**src/rtl/approx_mult_err_monitor_if.sv**
```systemverilog
// Sample/control/result bundle between the characterisation harness (master)
// and the approximate-multiplier error monitor (slave).
interface approx_mult_err_monitor_if #(
  parameter int unsigned CNT_W = 24,
  parameter int unsigned ACC_W = 40
);
  logic             start;
  logic [CNT_W-1:0] n_samples;
  logic             in_valid;
  logic             in_ready;
  logic [7:0]       x;
  logic [7:0]       y;
  logic [15:0]      z_approx;
  logic             busy;
  logic             done;
  logic [CNT_W-1:0] sample_cnt;
  logic [CNT_W-1:0] err_cnt;
  logic [ACC_W-1:0] sum_abs_err;
  logic [ACC_W:0]   sum_err;
  logic [15:0]      max_abs_err;

  modport master (
    output start, n_samples, in_valid, x, y, z_approx,
    input  in_ready, busy, done, sample_cnt, err_cnt,
           sum_abs_err, sum_err, max_abs_err
  );

  modport slave (
    input  start, n_samples, in_valid, x, y, z_approx,
    output in_ready, busy, done, sample_cnt, err_cnt,
           sum_abs_err, sum_err, max_abs_err
  );
endinterface

```
**src/rtl/approx_mult_err_monitor.sv**
```systemverilog
// Error-statistics monitor for unsigned 8x8 approximate multipliers.
// Accepts (x, y, z_approx) samples over a programmable window, recomputes the
// exact product and accumulates count/sum/abs-sum/max of z_approx - x*y.
module approx_mult_err_monitor #(
  parameter int unsigned CNT_W = 24,
  parameter int unsigned ACC_W = 40
) (
  input  logic                      clk,
  input  logic                      rst,
  approx_mult_err_monitor_if.slave  mon
);

  typedef enum logic [1:0] {IDLE, RUN, DRAIN, DONE} state_t;

  state_t           state;
  logic [CNT_W-1:0] acc_cnt;
  logic [CNT_W-1:0] n_lat;
  logic             accept;
  logic             start_take;

  logic             s1_valid;
  logic [15:0]      s1_exact;
  logic [15:0]      s1_z;
  logic [16:0]      e;
  logic [15:0]      abs_e;

  // Handshake qualifiers: accepted sample and an honoured start pulse.
  always_comb begin
    accept     = mon.in_valid && mon.in_ready;
    start_take = mon.start && ((state == IDLE) || (state == DONE));
  end

  // Signed error and its magnitude; the magnitude always fits in 16 bits.
  always_comb begin
    e     = {1'b0, s1_z} - {1'b0, s1_exact};
    abs_e = e[16] ? (s1_exact - s1_z) : e[15:0];
  end

  // Window control FSM with registered in_ready/busy/done.
  always_ff @(posedge clk) begin
    if (rst) begin
      state        <= IDLE;
      acc_cnt      <= '0;
      n_lat        <= '0;
      mon.in_ready <= 1'b0;
      mon.busy     <= 1'b0;
      mon.done     <= 1'b0;
    end else begin
      case (state)
        IDLE, DONE: begin
          if (mon.start) begin
            acc_cnt <= '0;
            n_lat   <= mon.n_samples;
            if (mon.n_samples == '0) begin
              state        <= DONE;
              mon.in_ready <= 1'b0;
              mon.busy     <= 1'b0;
              mon.done     <= 1'b1;
            end else begin
              state        <= RUN;
              mon.in_ready <= 1'b1;
              mon.busy     <= 1'b1;
              mon.done     <= 1'b0;
            end
          end
        end
        RUN: begin
          if (accept) begin
            acc_cnt <= acc_cnt + CNT_W'(1);
            if (acc_cnt + CNT_W'(1) == n_lat) begin
              state        <= DRAIN;
              mon.in_ready <= 1'b0;
            end
          end
        end
        DRAIN: begin
          state    <= DONE;
          mon.busy <= 1'b0;
          mon.done <= 1'b1;
        end
        default: begin
          state        <= IDLE;
          mon.in_ready <= 1'b0;
          mon.busy     <= 1'b0;
          mon.done     <= 1'b0;
        end
      endcase
    end
  end

  // Two-stage datapath: stage 1 registers exact product, stage 2 accumulates.
  // start can only be honoured outside RUN/DRAIN, so it never collides with a
  // valid stage-1 entry; the clear therefore takes priority without loss.
  always_ff @(posedge clk) begin
    if (rst) begin
      s1_valid        <= 1'b0;
      s1_exact        <= '0;
      s1_z            <= '0;
      mon.sample_cnt  <= '0;
      mon.err_cnt     <= '0;
      mon.sum_abs_err <= '0;
      mon.sum_err     <= '0;
      mon.max_abs_err <= '0;
    end else begin
      s1_valid <= accept;
      if (accept) begin
        s1_exact <= 16'(mon.x) * 16'(mon.y);
        s1_z     <= mon.z_approx;
      end
      if (start_take) begin
        s1_valid        <= 1'b0;
        mon.sample_cnt  <= '0;
        mon.err_cnt     <= '0;
        mon.sum_abs_err <= '0;
        mon.sum_err     <= '0;
        mon.max_abs_err <= '0;
      end else if (s1_valid) begin
        mon.sample_cnt  <= mon.sample_cnt + CNT_W'(1);
        mon.err_cnt     <= mon.err_cnt + CNT_W'(e != '0);
        mon.sum_abs_err <= mon.sum_abs_err + {{(ACC_W-16){1'b0}}, abs_e};
        mon.sum_err     <= mon.sum_err + {{(ACC_W-16){e[16]}}, e};
        if (abs_e > mon.max_abs_err) begin
          mon.max_abs_err <= abs_e;
        end
      end
    end
  end

endmodule

```
**src/flat_wrapper.sv**
```systemverilog
// flat-port wrapper written by rule: the top's interface ports become plain ports
module approx_mult_err_monitor_flat 
#(
  parameter int unsigned CNT_W = 24,
  parameter int unsigned ACC_W = 40
)
  (clk, rst, mon_start, mon_n_samples, mon_in_valid, mon_x, mon_y, mon_z_approx, mon_in_ready, mon_busy, mon_done, mon_sample_cnt, mon_err_cnt, mon_sum_abs_err, mon_sum_err, mon_max_abs_err);
  approx_mult_err_monitor_if #(.CNT_W(CNT_W), .ACC_W(ACC_W)) mon_i ();
  input  logic clk;
  input  logic rst;
  input wire logic [$bits(mon_i.start)-1:0] mon_start;
  input wire logic [$bits(mon_i.n_samples)-1:0] mon_n_samples;
  input wire logic [$bits(mon_i.in_valid)-1:0] mon_in_valid;
  input wire logic [$bits(mon_i.x)-1:0] mon_x;
  input wire logic [$bits(mon_i.y)-1:0] mon_y;
  input wire logic [$bits(mon_i.z_approx)-1:0] mon_z_approx;
  output wire logic [$bits(mon_i.in_ready)-1:0] mon_in_ready;
  output wire logic [$bits(mon_i.busy)-1:0] mon_busy;
  output wire logic [$bits(mon_i.done)-1:0] mon_done;
  output wire logic [$bits(mon_i.sample_cnt)-1:0] mon_sample_cnt;
  output wire logic [$bits(mon_i.err_cnt)-1:0] mon_err_cnt;
  output wire logic [$bits(mon_i.sum_abs_err)-1:0] mon_sum_abs_err;
  output wire logic [$bits(mon_i.sum_err)-1:0] mon_sum_err;
  output wire logic [$bits(mon_i.max_abs_err)-1:0] mon_max_abs_err;
  assign mon_i.start = mon_start;
  assign mon_i.n_samples = mon_n_samples;
  assign mon_i.in_valid = mon_in_valid;
  assign mon_i.x = mon_x;
  assign mon_i.y = mon_y;
  assign mon_i.z_approx = mon_z_approx;
  assign mon_in_ready = mon_i.in_ready;
  assign mon_busy = mon_i.busy;
  assign mon_done = mon_i.done;
  assign mon_sample_cnt = mon_i.sample_cnt;
  assign mon_err_cnt = mon_i.err_cnt;
  assign mon_sum_abs_err = mon_i.sum_abs_err;
  assign mon_sum_err = mon_i.sum_err;
  assign mon_max_abs_err = mon_i.max_abs_err;
  approx_mult_err_monitor #(.CNT_W(CNT_W), .ACC_W(ACC_W)) u_core (.clk(clk), .rst(rst), .mon(mon_i));
endmodule
```
**config.mk**
```make
export PLATFORM = sky130hd
export DESIGN_NAME = approx_mult_err_monitor_flat
export DESIGN_NICKNAME = d
export VERILOG_FILES = /design/src/rtl/approx_mult_err_monitor_if.sv /design/src/rtl/approx_mult_err_monitor.sv /design/src/flat_wrapper.sv
export SDC_FILE = /design/constraint.sdc
export NUM_CORES = 1
export LEC_CHECK = 0
export CAP_MARGIN = 20
export CORE_MARGIN = 1.5
export CORE_UTILIZATION = 57
export DETAILED_ROUTE_END_ITERATION = 10
export GPL_ROUTABILITY_DRIVEN = 0
export PLACE_DENSITY = 0.83
export SLEW_MARGIN = 20
export SYNTH_ARGS = -nofsm -noshare
export SYNTH_HDL_FRONTEND = slang
export SYNTH_SLANG_ARGS = --single-unit
```
**constraint.sdc**
```tcl
create_clock -name clk -period 7.1 [get_ports clk]
set_input_delay 0.71 -clock clk [delete_from_list [all_inputs] [get_ports clk]]
set_output_delay 0.71 -clock clk [all_outputs]
set_load 0.005 [all_outputs]
```
==> metrics <==
status finished, final reports clean; signal arrival time at the worst endpoint 6450 ps; Finished Layout Cells between 2000 and 3000; clk root buf clkbuf_16; ranking of synthesized cells by area dfxtp_1 28%, ha_1 11%, nor2_1 5.7%; Post-synth EDFFs 0; final setup violation count 0; CTS H-Tree Depth 1; hold_buf cts 0; M2 GR Usage 47.8%; CTS tree yes; Finished Core Util between 70 and 80%; GRT met1 Usage between 30 and 40%; endpoints failing hold 0; Post-CTS Setup Bufs 0; Startpoint Class flop; Seq/Total Area, Yosys 28.2%; f_max 165 MHz; Post-Place Cells between 2000 and 3000; worst hold path type flop to flop; number of max-cap violations 0; Ant. Diodes 0; hold_ws 469 ps; # DRC 0; Netlist Area Pre-Place 0.0164 mm2; final setup margin around 1000 ps; leakage power 7.91 nW; DR iter-0 viols about 1200; WHS Path Cells 2; Detailed Place HPWL about 31000 um; share of layout cells above drive strength 1 3.36%; Ys Warns 0; die area ~0.030 mm2; R2R Setup Slk ~1000 ps; Clock Latency Late Sink about 540 ps; clock skew between 10 and 15 ps; largest net degree at the start of global routing between 90 and 100; Required @ worst endpoint about 7500 ps; most frequent cell after synthesis nor2_1; final period utilization a little under nine tenths; hold_sp u_core.mon.done; Net Count, Synth about 2300; filler instances approximately 2200; first-pass GRT wire length between 60000 and 70000 um; pre-CTS setup slack between 1000 and 1500 ps; Die X roughly 170 um; Starting Density roughly three fifths; PortBufs between 200 and 250; Worst-path clk slew approximately 60 ps; final instance area approximately 0.02 mm2; Worst Reg-to-Reg Cells 24; WS Path Type flop to flop; Crit Path Max Fanout 20; reg2reg start u_core.s1_z[0]; flops & latches, synth approximately 230; mean routed wirelength per cell about 16 um; Async SR Flop Fraction 0%; DP Area approximately 0.019 mm2; ys flop type dfxtp_1; synthesized instance count 2079; clock sinks ~230; vias in the first global route roughly 15000; hold endpoint u_core.mon.done; I/O Pins about 210; grt ovf 0; CTS-repair resized insts 0; Power per Cell Area approximately 400 mW/mm2; Total Nets Final 2492; num rows approximately 60; Synth area leader dfxtp_1; CTS Buf Count 26; Sum Neg Setup Slack 0 ps; met3 GRT Util approximately 3.6%; detail-routed via count per cell roughly 5.7; vias about 15000; buffer depth of the longest clock path 3; drt pass-1 iters 5; post-synth top area share 28.2%; Routed Antenna Nets 0; average cell area after synthesis 7.88 um2; core box area about 0.028 mm2; Worst Setup End Kind flop; unrepaired setup endpoints after global routing no; total track usage a little over a quarter; relative slew slack between 20% and 30%; Area Growth Syn to Fin 20.0%; fin crit period ~6000 ps; antenna violations before repair 0; post-synth cell types 65; Worst-Margin Slew roughly 1200 ps; GRT busiest layer met2; Max IR drop VDD around 0.00033 V; Detailed Route WL between 40000 and 50000 um; Slew Limit Fails 0; Die Y about 170 um; power consumption around 8.1 mW; commonest cells in the netlist 249 x nor2_1, 231 x dfxtp_1, 225 x nand2_1, 177 x a21oi_1, 151 x inv_1; FF-to-FF End u_core.mon.sum_abs_err[38]
## routing by layer
layer | wire (um) | vias up
met3 | 2270 | 116
met2 | 19500 | 476
li1 | - | 7431
met4 | 1320 | 0
met5 | 0 | -
met1 | 18100 | 7152
## cells in the final DEF (no fill, tap or decap), types with 65 or more instances in the layout
master / count
clkdlybuf4s50_1: 206
xnor2_1: 80
ha_1: 148
inv_1: 151
xor2_1: 91
a21oi_1: 177
o21ai_0: 75
dfxtp_1: 230
nor2_1: 249
nand2_1: 225
and2_1: 65
## flip-flops by register name (all words and copies together) (netlist names), 2 cells and up
name,count
u_core.mon.sum_abs_err,40
u_core.mon.err_cnt,24
u_core.mon.sample_cnt,24
u_core.acc_cnt,24
u_core.s1_z,16
u_core.mon.sum_err,41
u_core.n_lat,24
u_core.mon.max_abs_err,16
u_core.s1_exact,16
u_core.state,2
## worst max-delay path, cell delays in order, from the launching register on
cell and delay, ps:
dfxtp_1 320, inv_1 70, ha_1 170, inv_1 60, fa_1 420, a21o_1 200
a21o_1 220, a21boi_2 160, o21ai_0 160, a21oi_1 220, o31a_2 440, mux2i_1 270
xnor2_1 170, ha_1 340, nor2b_1 120, o21ai_0 100, a21boi_0 280, o21ai_0 150
a21boi_0 290, o21a_1 200, o2111ai_1 140, a31oi_1 950, nand4_1 210, xor2_1 190
nor2_1 50
## worst max-delay path by stage
stage | startpoint | endpoint | slack [ps]
floorplan | u_core.s1_z[0] | u_core.mon.sum_err[40] | 1620
global placement | u_core.s1_z[0] | u_core.mon.sum_abs_err[38] | 1390
detailed placement | u_core.s1_z[0] | u_core.mon.sum_abs_err[38] | 1180
CTS | u_core.s1_z[0] | u_core.mon.sum_abs_err[32] | 1160
global route | u_core.s1_exact[0] | u_core.mon.sum_abs_err[18] | 570
finish | u_core.s1_z[0] | u_core.mon.sum_abs_err[38] | 1050
## where the power goes
part	leakage (nW)	total [mW]	switching, mW	internal (mW)
Combinational	5.60	5.11	3.11	2.00
Clock	0.446	1.46	0.570	0.887
Sequential	1.87	1.50	0.0988	1.40
## logic make-up (layout without fill, tap and decap cells)
group / count (synthesis) / count (layout) / synth area share (%)
xor+xnor: 172 / 172 / 9.28
mux: 44 / 44 / 2.70
compound gates: 411 / 411 / 15.2
fa+ha+maj: 188 / 188 / 16.2
buf+inv: 231 / 416 / 5.31
flops: 231 / 231 / 28.2
simple gates: 802 / 802 / 23.1
## area by class of cell
| class | count | area (um2) | share of cell area, % |
|---|---|---|---|
| Multi-Input combinational cell | 1617 | 10900 | 55.5 |
| Sequential cell | 231 | 4630 | 23.5 |
| Timing Repair Buffer | 216 | 2130 | 10.9 |
| Clock buffer | 31 | 699 | 3.56 |
| Inverter | 152 | 571 | 2.90 |
| Tap cell | 378 | 473 | 2.41 |
| Clock inverter | 17 | 234 | 1.19 |
Note: power is estimated with default switching activity, not from simulation.
